File: src/rtl/ysyx_bus_arb.sv
// rtl/ysyx_bus_arb.sv - IFU/LSU to single AXI4-Lite master arbiter (optional YSYX_BUS_RESP_CHECK_EN)
module ysyx_bus_arb #(
    parameter int DATA_W = 32
) (
    input  logic              clk,
    input  logic              rst,
    input  logic [DATA_W-1:0] ifu_araddr,
    input  logic              ifu_arvalid,
    input  logic              ifu_required,
    output logic [DATA_W-1:0] ifu_rdata,
    output logic              ifu_rvalid,
    input  logic [DATA_W-1:0] lsu_araddr,
    input  logic              lsu_arvalid,
    output logic [DATA_W-1:0] lsu_rdata,
    output logic              lsu_rvalid,
    input  logic [DATA_W-1:0] lsu_awaddr,
    input  logic              lsu_awvalid,
    input  logic [DATA_W-1:0] lsu_wdata,
    input  logic [3:0]        lsu_wstrb,
    input  logic              lsu_wvalid,
    output logic              lsu_wready,
    output logic [DATA_W-1:0] bus_araddr,
    output logic              bus_arvalid,
    input  logic              bus_arready,
    input  logic [DATA_W-1:0] bus_rdata,
    input  logic [1:0]        bus_rresp,
    input  logic              bus_rvalid,
    output logic              bus_rready,
    output logic [DATA_W-1:0] bus_awaddr,
    output logic              bus_awvalid,
    input  logic              bus_awready,
    output logic [DATA_W-1:0] bus_wdata,
    output logic [3:0]        bus_wstrb,
    output logic              bus_wvalid,
    input  logic              bus_wready,
    input  logic [1:0]        bus_bresp,
    input  logic              bus_bvalid,
    output logic              bus_bready,
    output logic              bus_err_o,
    output logic [DATA_W-1:0] bus_err_addr_o
);

    typedef enum logic [2:0] {
        IDLE  = 3'd0,
        IF_AR = 3'd1,
        IF_R  = 3'd2,
        LS_AR = 3'd3,
        LS_R  = 3'd4,
        LS_W  = 3'd5,
        LS_B  = 3'd6
    } state_t;

    state_t            state, state_n;
    logic [DATA_W-1:0] addr_q, wdata_q;
    logic [3:0]        wstrb_q;
    logic              aw_done, w_done;
    logic              aw_ok, w_ok;

    assign ifu_rdata  = bus_rdata;
    assign lsu_rdata  = bus_rdata;
    assign bus_araddr = addr_q;
    assign bus_awaddr = addr_q;
    assign bus_wdata  = wdata_q;
    assign bus_wstrb  = wstrb_q;

    assign aw_ok = aw_done | (bus_awvalid & bus_awready);
    assign w_ok  = w_done | (bus_wvalid & bus_wready);

    always_ff @(posedge clk) begin
        if (rst) begin
            state   <= IDLE;
            addr_q  <= '0;
            wdata_q <= '0;
            wstrb_q <= '0;
            aw_done <= 1'b0;
            w_done  <= 1'b0;
        end else begin
            state <= state_n;
            if (state == IDLE) begin
                case (state_n)
                    IF_AR:   addr_q <= ifu_araddr;
                    LS_AR:   addr_q <= lsu_araddr;
                    LS_W: begin
                        addr_q  <= lsu_awaddr;
                        wdata_q <= lsu_wdata;
                        wstrb_q <= lsu_wstrb;
                    end
                    default: ;
                endcase
            end
            // AW and W may complete in different cycles; remember each one.
            if (state == LS_W) begin
                aw_done <= aw_ok;
                w_done  <= w_ok;
            end else begin
                aw_done <= 1'b0;
                w_done  <= 1'b0;
            end
        end
    end

    always_comb begin
        state_n     = IDLE;
        bus_arvalid = 1'b0;
        bus_rready  = 1'b0;
        bus_awvalid = 1'b0;
        bus_wvalid  = 1'b0;
        bus_bready  = 1'b0;
        ifu_rvalid  = 1'b0;
        lsu_rvalid  = 1'b0;
        lsu_wready  = 1'b0;
        case (state)
            IDLE: begin
                // A refill in progress locks the bus to the IFU.
                if (ifu_required) begin
                    if (ifu_arvalid) state_n = IF_AR;
                end else if (lsu_arvalid) begin
                    state_n = LS_AR;
                end else if (lsu_awvalid && lsu_wvalid) begin
                    state_n = LS_W;
                end else if (ifu_arvalid) begin
                    state_n = IF_AR;
                end
            end
            IF_AR: begin
                bus_arvalid = 1'b1;
                state_n     = bus_arready ? IF_R : IF_AR;
            end
            IF_R: begin
                bus_rready = 1'b1;
                ifu_rvalid = bus_rvalid;
                state_n    = bus_rvalid ? IDLE : IF_R;
            end
            LS_AR: begin
                bus_arvalid = 1'b1;
                state_n     = bus_arready ? LS_R : LS_AR;
            end
            LS_R: begin
                bus_rready = 1'b1;
                lsu_rvalid = bus_rvalid;
                state_n    = bus_rvalid ? IDLE : LS_R;
            end
            LS_W: begin
                bus_awvalid = ~aw_done;
                bus_wvalid  = ~w_done;
                state_n     = (aw_ok && w_ok) ? LS_B : LS_W;
            end
            LS_B: begin
                bus_bready = 1'b1;
                lsu_wready = bus_bvalid;
                state_n    = bus_bvalid ? IDLE : LS_B;
            end
            default: state_n = IDLE;
        endcase
    end

`ifdef YSYX_BUS_RESP_CHECK_EN
    logic              err_q;
    logic [DATA_W-1:0] err_addr_q;
    logic              resp_err;

    assign resp_err = (bus_rvalid & bus_rready & (|bus_rresp))
                    | (bus_bvalid & bus_bready & (|bus_bresp));

    // Only the first faulting address is kept; the flag is sticky.
    always_ff @(posedge clk) begin
        if (rst) begin
            err_q      <= 1'b0;
            err_addr_q <= '0;
        end else if (resp_err) begin
            err_q <= 1'b1;
            if (!err_q) err_addr_q <= addr_q;
        end
    end

    assign bus_err_o      = err_q;
    assign bus_err_addr_o = err_addr_q;
`else
    logic unused_resp;
    assign unused_resp    = ^{bus_rresp, bus_bresp};
    assign bus_err_o      = 1'b0;
    assign bus_err_addr_o = '0;
`endif

endmodule

File: config.mk
export PLATFORM = sky130hd
export DESIGN_NAME = ysyx_bus_arb
export DESIGN_NICKNAME = d
export VERILOG_FILES = /design/src/rtl/ysyx_bus_arb.sv
export SDC_FILE = /design/constraint.sdc
export NUM_CORES = 1
export LEC_CHECK = 0
export CAP_MARGIN = 25
export CORE_AREA = 5 5 147 149
export DETAILED_ROUTE_END_ITERATION = 10
export DIE_AREA = 0 0 152 154
export PLACE_DENSITY = 0.68
export SLEW_MARGIN = 20
export SYNTH_ARGS = -nofsm -noshare
export SYNTH_HDL_FRONTEND = slang
export SYNTH_SLANG_ARGS = --single-unit
File: constraint.sdc
create_clock -name clk -period 2.5 [get_ports clk]
set_clock_uncertainty 0.05 [all_clocks]
set_input_delay 0.375 -clock clk [delete_from_list [all_inputs] [get_ports clk]]
set_output_delay 0.375 -clock clk [all_outputs]
set_load 0.005 [all_outputs]
# Word-level counts from Yosys, hierarchy flattened
# Index checks and enable logic that the tools add are counted.
[totals]
output_inout_bits = 205
inputBits = 180
regBits = 73
word_cells = 51
[op_classes]
n_bitwise = 7
mux = 20
reduce_logical = 9
n_eq_ne = 9
[op_table]
columns = ["cell", "count"]
rows = [
  ["case mux 32 bit (3 select lines)", 1],
  ["case mux 3 bit (7 select lines)", 1],
  ["two-way mux 3 bit", 6],
  ["== test 3 bit, second input constant", 4],
  ["== test 3 x 2 -> 1 bit, second input constant", 3],
  ["two-way mux 1 bit", 9],
  ["== test 3 x 1 -> 1 bit, second input constant", 2],
  ["two-way mux 2 bit", 3],
  ["OR reduction 2 bit", 3],
  ["AND reduction 2 bit", 2],
  ["logical NOT 3 bit", 1],
  ["NOT 1 bit", 3],
  ["nonzero test 3 bit", 1],
  ["bitwise AND 1 bit", 2],
  ["logical AND 1 bit", 2],
  ["OR 1 bit", 2],
]

# Depth between registers and ports, before layout
# Gate-level depths: netlist of the first run.
[logic_depth]
ltp_word = 10
mapped_depth = 9
mapped_depth_nobuf = 5

# Least setup slack after synthesis of the first run
# No wires, ideal clock.
[synth_path]
kind = "reg2reg"
startpoint = "register state[0]"
endpoint = "register addr_q[10] (netlist: bus_araddr[10])"
stages_incl_launch_ff = 9
slack_ps = 457
arrival_ps = 1863
t_required_ps = 2320
period_less_slack_ps = 2043
setup_time_ps = 130
n_path_buf = 4
cell_sequence = "dfxtp_1 > buf_6 > buf_6 > or4b_1 > a21o_1 > buf_6 > buf_2 > a221oi_1 > a211oi_2"
[synth_between]
elab_chain_cells = 10
word_cells_on_any_way = 22
cone_classes = "9 x eq/ne; 5 x mux; 4 x bitwise; 4 x reduce/logical"
[synth_lines]
columns = ["item", "line_no", "source"]
rows = [
  ["start, declared", "53", "state_t state, state_n;"],
  ["start signal, assigned", "78", "state <= state_n;"],
  ["== test 3 bit", "112", "case (state)"],
  ["two-way mux 1 bit", "112", ""],
  ["bitwise AND 1 bit, on equally long branches", "66, 67", ""],
  ["OR 1 bit, on equally long branches", "66, 67", ""],
  ["logical AND 1 bit", "146", "state_n = (aw_ok && w_ok) ? LS_B : LS_W;"],
  ["two-way mux 2 bit", "146", ""],
  ["case mux 3 bit (7 select lines)", "112", ""],
  ["== test 3 bit, or another cell as far along", "80", "case (state_n)"],
  ["nonzero test 3 bit (no source line)", "--", ""],
  ["AND reduction 2 bit (no source line)", "--", ""],
  ["end signal, assigned", "81", "IF_AR: addr_q <= ifu_araddr;"],
  ["end signal, assigned", "82", "LS_AR: addr_q <= lsu_araddr;"],
  ["end signal, assigned", "84", "addr_q <= lsu_awaddr;"],
  ["end, declared", "54", "logic [DATA_W-1:0] addr_q, wdata_q;"],
]
# Several ways; a longest one is shown, not always the timed one.
# A chain may end at the register's enable or synchronous reset.

# Final worst setup path of the first run
[layout_path]
startpoint = "register state[2]"
endpoint = "output port bus_awvalid"
[layout_between]
elab_chain_cells = 2
[layout_lines]
columns = ["item", "line_no", "source"]
rows = [
  ["== test 3 bit", "112", ""],
  ["two-way mux 1 bit", "112", ""],
  ["end, declared", "30", "output logic bus_awvalid,"],
]
# Every way passes these cells.

==> reports/metrics.csv, run 1 <==
metric;value;unit
status;finished clean;
cap_violations;0;
finalSetupViolations;0;
synthFlopType;dfxtp_1;
gr-total-overflow;0;
maxSlewViolCount;0;
synth_top_family_by_area;compound AO/OA/AOI/OAI gates;
clock_sinks;73;
wl_per_cell;17.22;um
cts-root-buf;clkbuf_16;
synth-edff-count;0;
netlist_instances;602;
yosysUniqueCellTypes;38;
chipWidth;152;um
antenna_cells;0;
drt_pass1_iterations;4;
grt_max_degree;39;
area_growth;49.81;%
numCtsBuffers;9;
powerDensity;579.7;nW/um2
via_per_inst;4.446;
gp_congestion;0.7682;
synth-compound-area-share;31.10;%
ys_seq_area_share;29.34;%
crit_arrival;1.88;ns
tns;0;ns
cp_num_buf_inv;2;
grt_pass1_vias;4471;
coreArea;20040;um2
die_y;154;um
synth_area;4981;um2
cts_resized;0;
clockBufferDepth;2;
grt_pass1_wl;26.39;mm
avgSynthCellArea;8.274;um2
cts-hold-fix-buffers;0;
synth_area_leaders;dfxtp_1, buf_4, o211ai_2;
grt_usage;14.24;%
cp-end-kind;output pin;
num_vias;4566;
async_reset_ff_share;0;%
cp_max_fo;10;
nets;933;
dpl_cell_area;7152;um2
ant_nets;0;
start_util;24.86;%
hold_viol;0;
hpwlAfterDp;13.28;mm
synth_top_area_share;29.34;%
clkTransAtPathRegs;0.06;ns
slowest_stage;clkdlybuf4s50_1;
drive_above_1_share;15.19;%
drt-initial-drc-count;243;
critical_path.cell_chain;buf_4, nand3b_1, nor2_1, clkdlybuf4s50_1;
ys_ff_latch;73;
start_kind;flip-flop;
synth_xor_area_share;0;%
slew_headroom;66.15;%
crit_required;2.08;ns
drc;0;
io_pins;385;
routed_wirelength;17.68;mm
num_rows;52;
muxShareOfSynthArea;0.2261;%
worst_slack;0.1973;ns
peakVddDrop;0.2709;mV
fin_crit;2.303;ns
antenna_found_initial;0;
max_freq;0.4343;GHz
slowest_delay;0.55;ns
holdWs;0.4015;ns
worstMarginPinSlew;0.5077;ns
final_area;7462;um2
synthSimpleGateAreaFrac;12.43;%
power.leakage;2.807;nW
min_path_type;reg -> reg;
path_delay_family;buffers and inverters;
ys_warn_count;0;
clock_latency;0.33;ns
grt_setup_unrepaired;false;
cts_htree_levels;3;
port_buffers;251;
path_class;reg -> out;
dieArea;23410;um2
post-place-ws;-0.07470;ns
min_period_over_period;92.11;%
synthAdderAreaFrac;0;%
yosysTopAreaCell;dfxtp_1;
cts_setup_buffers;0;
cts_tree;built;
## cells in the final DEF (no fill, tap or decap), types with 4 or more instances in the layout
cell / netlist / layout
nor2_1: 43 / 43
a221oi_1: 32 / 32
a21oi_1: 39 / 39
inv_1: 32 / 32
buf_4: 132 / 22
o21bai_1: 32 / 31
nand2_1: 75 / 75
dfxtp_1: 73 / 73
nand2b_1: 4 / 4
buf_12: 0 / 11
o211ai_1: 5 / 5
conb_1: 1 / 33
clkdlybuf4s50_1: 0 / 250
a211oi_2: 28 / 28
clkbuf_16: 0 / 9
o211ai_2: 29 / 29
## worst min-delay path: cells and delay by family, from the launching register on
kind            cells  cell delay (ns)
simple gates        1             0.05
compound gates      1             0.05
flops               1             0.31
## stage by stage
| stage | instances | power (mW) | util (%) |
|---|---|---|---|
| 2_1_floorplan | 634 | 2.299 | - |
| 3_3_place_gp | 1012 | 2.944 | 35.69 |
| 3_5_place_dp | 1012 | 2.960 | 35.69 |
| 4_1_cts | 1027 | 4.428 | 37.24 |
| 5_1_grt | 1027 | 4.557 | 37.24 |
| 6_report | 1027 | 4.326 | 37.24 |
## state kept, by name (all words and copies together), names as in the netlist
name and count:
bus_wstrb 4, w_done 1, state 3, bus_wdata 32, aw_done 1, bus_araddr 32
## path summary, 6_finish.rpt
kind	start	to	slack, ns	depth (start not counted)
hold reg to reg	bus_wdata[14]	bus_wdata[14]	0.40	2
setup reg to reg	state[2]	bus_araddr[2]	0.25	6
setup / recovery	state[2]	bus_awvalid	0.20	4
hold / removal	bus_wdata[14]	bus_wdata[14]	0.40	2
## layout make-up
cell class                      count  area [um2]
Clock buffer                       11       232.7
Clock inverter                      4       77.57
Fill cell                        2086       12580
Inverter                           32       120.1
Multi-Input combinational cell    353        2340
Sequential cell                    73        1461
Tap cell                          270       337.8
Timing Repair Buffer              284        2893
## power by group
part           total [mW]  switching [mW]  internal (mW)
sequential           1.38           0.106           1.27
clock                1.41           0.538          0.876
combinational        1.53           0.665          0.868
## kinds of logic after synthesis
group / after synthesis
compound gates: 176
buf+inv: 208
flops: 73
mux: 1
other cells: 1
simple gates: 143
## cells in the mapped netlist, types with 2 or more instances
cell and number:
a211oi_1 3, a211oi_2 28, a21oi_1 39, a221oi_1 32
and2_1 2, buf_2 12, buf_4 132, buf_6 6
clkbuf_1 26, dfxtp_1 73, inv_1 32, nand2_1 75
nand2b_1 4, nand3b_1 3, nor2_1 43, nor2b_1 2
nor3_1 4, o211ai_1 5, o211ai_2 29, o21bai_1 32
or3b_2 2, or4b_1 2
## layer usage
layer / track usage, % / vias up / wire [um]
met4: 6.550 / 0 / 552
li1: - / 2224 / -
met3: 3.457 / 50 / 1191
met5: 0 / - / 0
met1: 16.64 / 2095 / 7099
met2: 24.64 / 197 / 8838
No activity file was read; power rests on OpenSTA's default activity.
==> inputs of run 2 (changes only) <==
==> constraint.sdc (replaced) <==
create_clock -name clk -period 2.5 [get_ports clk]
set_clock_uncertainty 0.05 [all_clocks]
set_input_delay 0.375 -clock clk [delete_from_list [all_inputs] [get_ports clk]]
set_output_delay 0.375 -clock clk [all_outputs]
set_load 0.05 [all_outputs]
==> run 2 against run 1 <==
Count of clock-buffer cells in the layout decreased by 1. Final area down 0.32%. Largest cell class unchanged. Sequential cell count unchanged. First-iteration DRC count fell by 3.3%. Highest routed layer unchanged. Final cell count grew 0.19%. Via count increased by 0.44%.
==> reports/metrics.csv, run 2 (synthesis results as in run 1) <==
metric;value;unit
mostFrequentLayoutCells;clkdlybuf4s50_1, nand2_1, dfxtp_1, nor2_1, a21oi_1;
via_per_inst;4.457;
cts_setup_buffers;0;
grt_pass1_wl;26.48;mm
final_common_cell;clkdlybuf4s50_1;
worstHoldStart;bus_wstrb[2];
num_rows;52;
start_kind;flip-flop;
clockBufferDepth;2;
cts_resized;0;
drt-initial-drc-count;235;
port_buffers;251;
nets;934;
status;finished clean;
cp-end-kind;output pin;
r2r_cells;7;
grt_max_degree;38;
antenna_found_initial;0;
cts-hold-fix-buffers;0;
dpl.cell_count;1013;
die_y;154;um
whs_path_depth;2;
cts_tree;built;
powerDensity;677.1;nW/um2
clock_latency;0.34;ns
numCtsBuffers;9;
maxSlewViolCount;0;
worstMarginPinSlew;0.5511;ns
r2r_setup_slack;0.25;ns
tns;0;ns
power.leakage;2.814;nW
crit_required;2.08;ns
crit_arrival;1.84;ns
min_period_over_period;90.76;%
drc;0;
drive_above_1_share;16.47;%
routed_wirelength;17.73;mm
area_growth;49.33;%
clock_sinks;73;
min_path_type;reg -> reg;
grt_usage;14.22;%
wl_per_cell;17.23;um
peakVddDrop;0.3287;mV
gp_congestion;0.7916;
r2r_start;state[0];
cts-root-buf;clkbuf_16;
finalPower;5.036;mW
chipWidth;152;um
gr-total-overflow;0;
cap_violations;0;
start_util;24.86;%
hpwlAfterDp;13.32;mm
clkTransAtPathRegs;0.06;ns
grt_pass1_vias;4486;
hold_viol;0;
r2r-end;bus_araddr[2];
cp_max_fo;9;
io_pins;385;
slew_headroom;63.15;%
drt_pass1_iterations;5;
path_class;reg -> out;
dieArea;23410;um2
finalSetupViolations;0;
max_freq;0.4407;GHz
grt_setup_unrepaired;false;
num_vias;4586;
coreArea;20040;um2
cts_htree_levels;3;
final_cells;1029;
hold_end;bus_wstrb[2];
antenna_cells;0;
ant_nets;0;
fin_crit;2.269;ns
## run 2: cell count changes in the layout (fill, tap and decap cells not counted)
cell / change
clkbuf_1: -1
clkinv_2: +1
clkinvlp_4: +2
clkdlybuf4s50_1: -7
buf_4: +8
bufinv_16: -1
## run 2: worst max-delay path by stage
stage,from,endpoint,slack (ns),cells past startpoint
4_1_cts,state[0],bus_arvalid,0.20,2
3_3_place_gp,bus_bvalid,bus_araddr[0],-0.02,7
5_1_grt,state[0],bus_araddr[26],0.11,7
6_report,state[0],bus_arvalid,0.23,2
3_5_place_dp,ifu_required,bus_araddr[0],-0.03,7
2_1_floorplan,state[2],lsu_wready,0.13,4
## run 2: final cells by class
class,count,area (um2)
Fill cell,2110,12600
Multi-Input combinational cell,353,2340
Tap cell,270,337.8
Timing Repair Buffer,285,2883
Inverter,32,120.1
Clock buffer,10,229.0
Clock inverter,6,67.56
Sequential cell,73,1461
## run 2: stage by stage
stage | utilization, % | instance area, um2 | hold slack (ns) | worst slack, ns
global placement | 35.64 | 7142 | 0.3910 | -0.02218
global route | 37.12 | 7438 | 0.4249 | 0.1058
floorplan | - | 5101 | 0.4314 | 0.1311
finish | 37.12 | 7438 | 0.4023 | 0.2309
CTS | 37.12 | 7438 | 0.4043 | 0.2018
detailed placement | 35.64 | 7142 | 0.3954 | -0.02868
## run 2: worst max-delay path, cell delays in order (launching register included)
cell and delay (ns):
dfxtp_1 0.51, nor2b_1 0.18, clkdlybuf4s50_1 0.81
## run 2: metal layers
| metal | up-vias | global-route usage [%] | routed length, um | share of wire, % |
|---|---|---|---|---|
| met5 | - | 0 | 0 | 0 |
| li1 | 2229 | - | - | - |
| met1 | 2124 | 17.17 | 7333 | 41 |
| met3 | 45 | 3.654 | 1096 | 6.2 |
| met4 | 0 | 5.822 | 517 | 2.9 |
| met2 | 188 | 24.13 | 8779 | 50 |
## run 2: where the power goes
part | switching, mW | internal, mW
registers | 0.112 | 1.27
clock network | 0.569 | 0.778
logic | 1.43 | 0.874
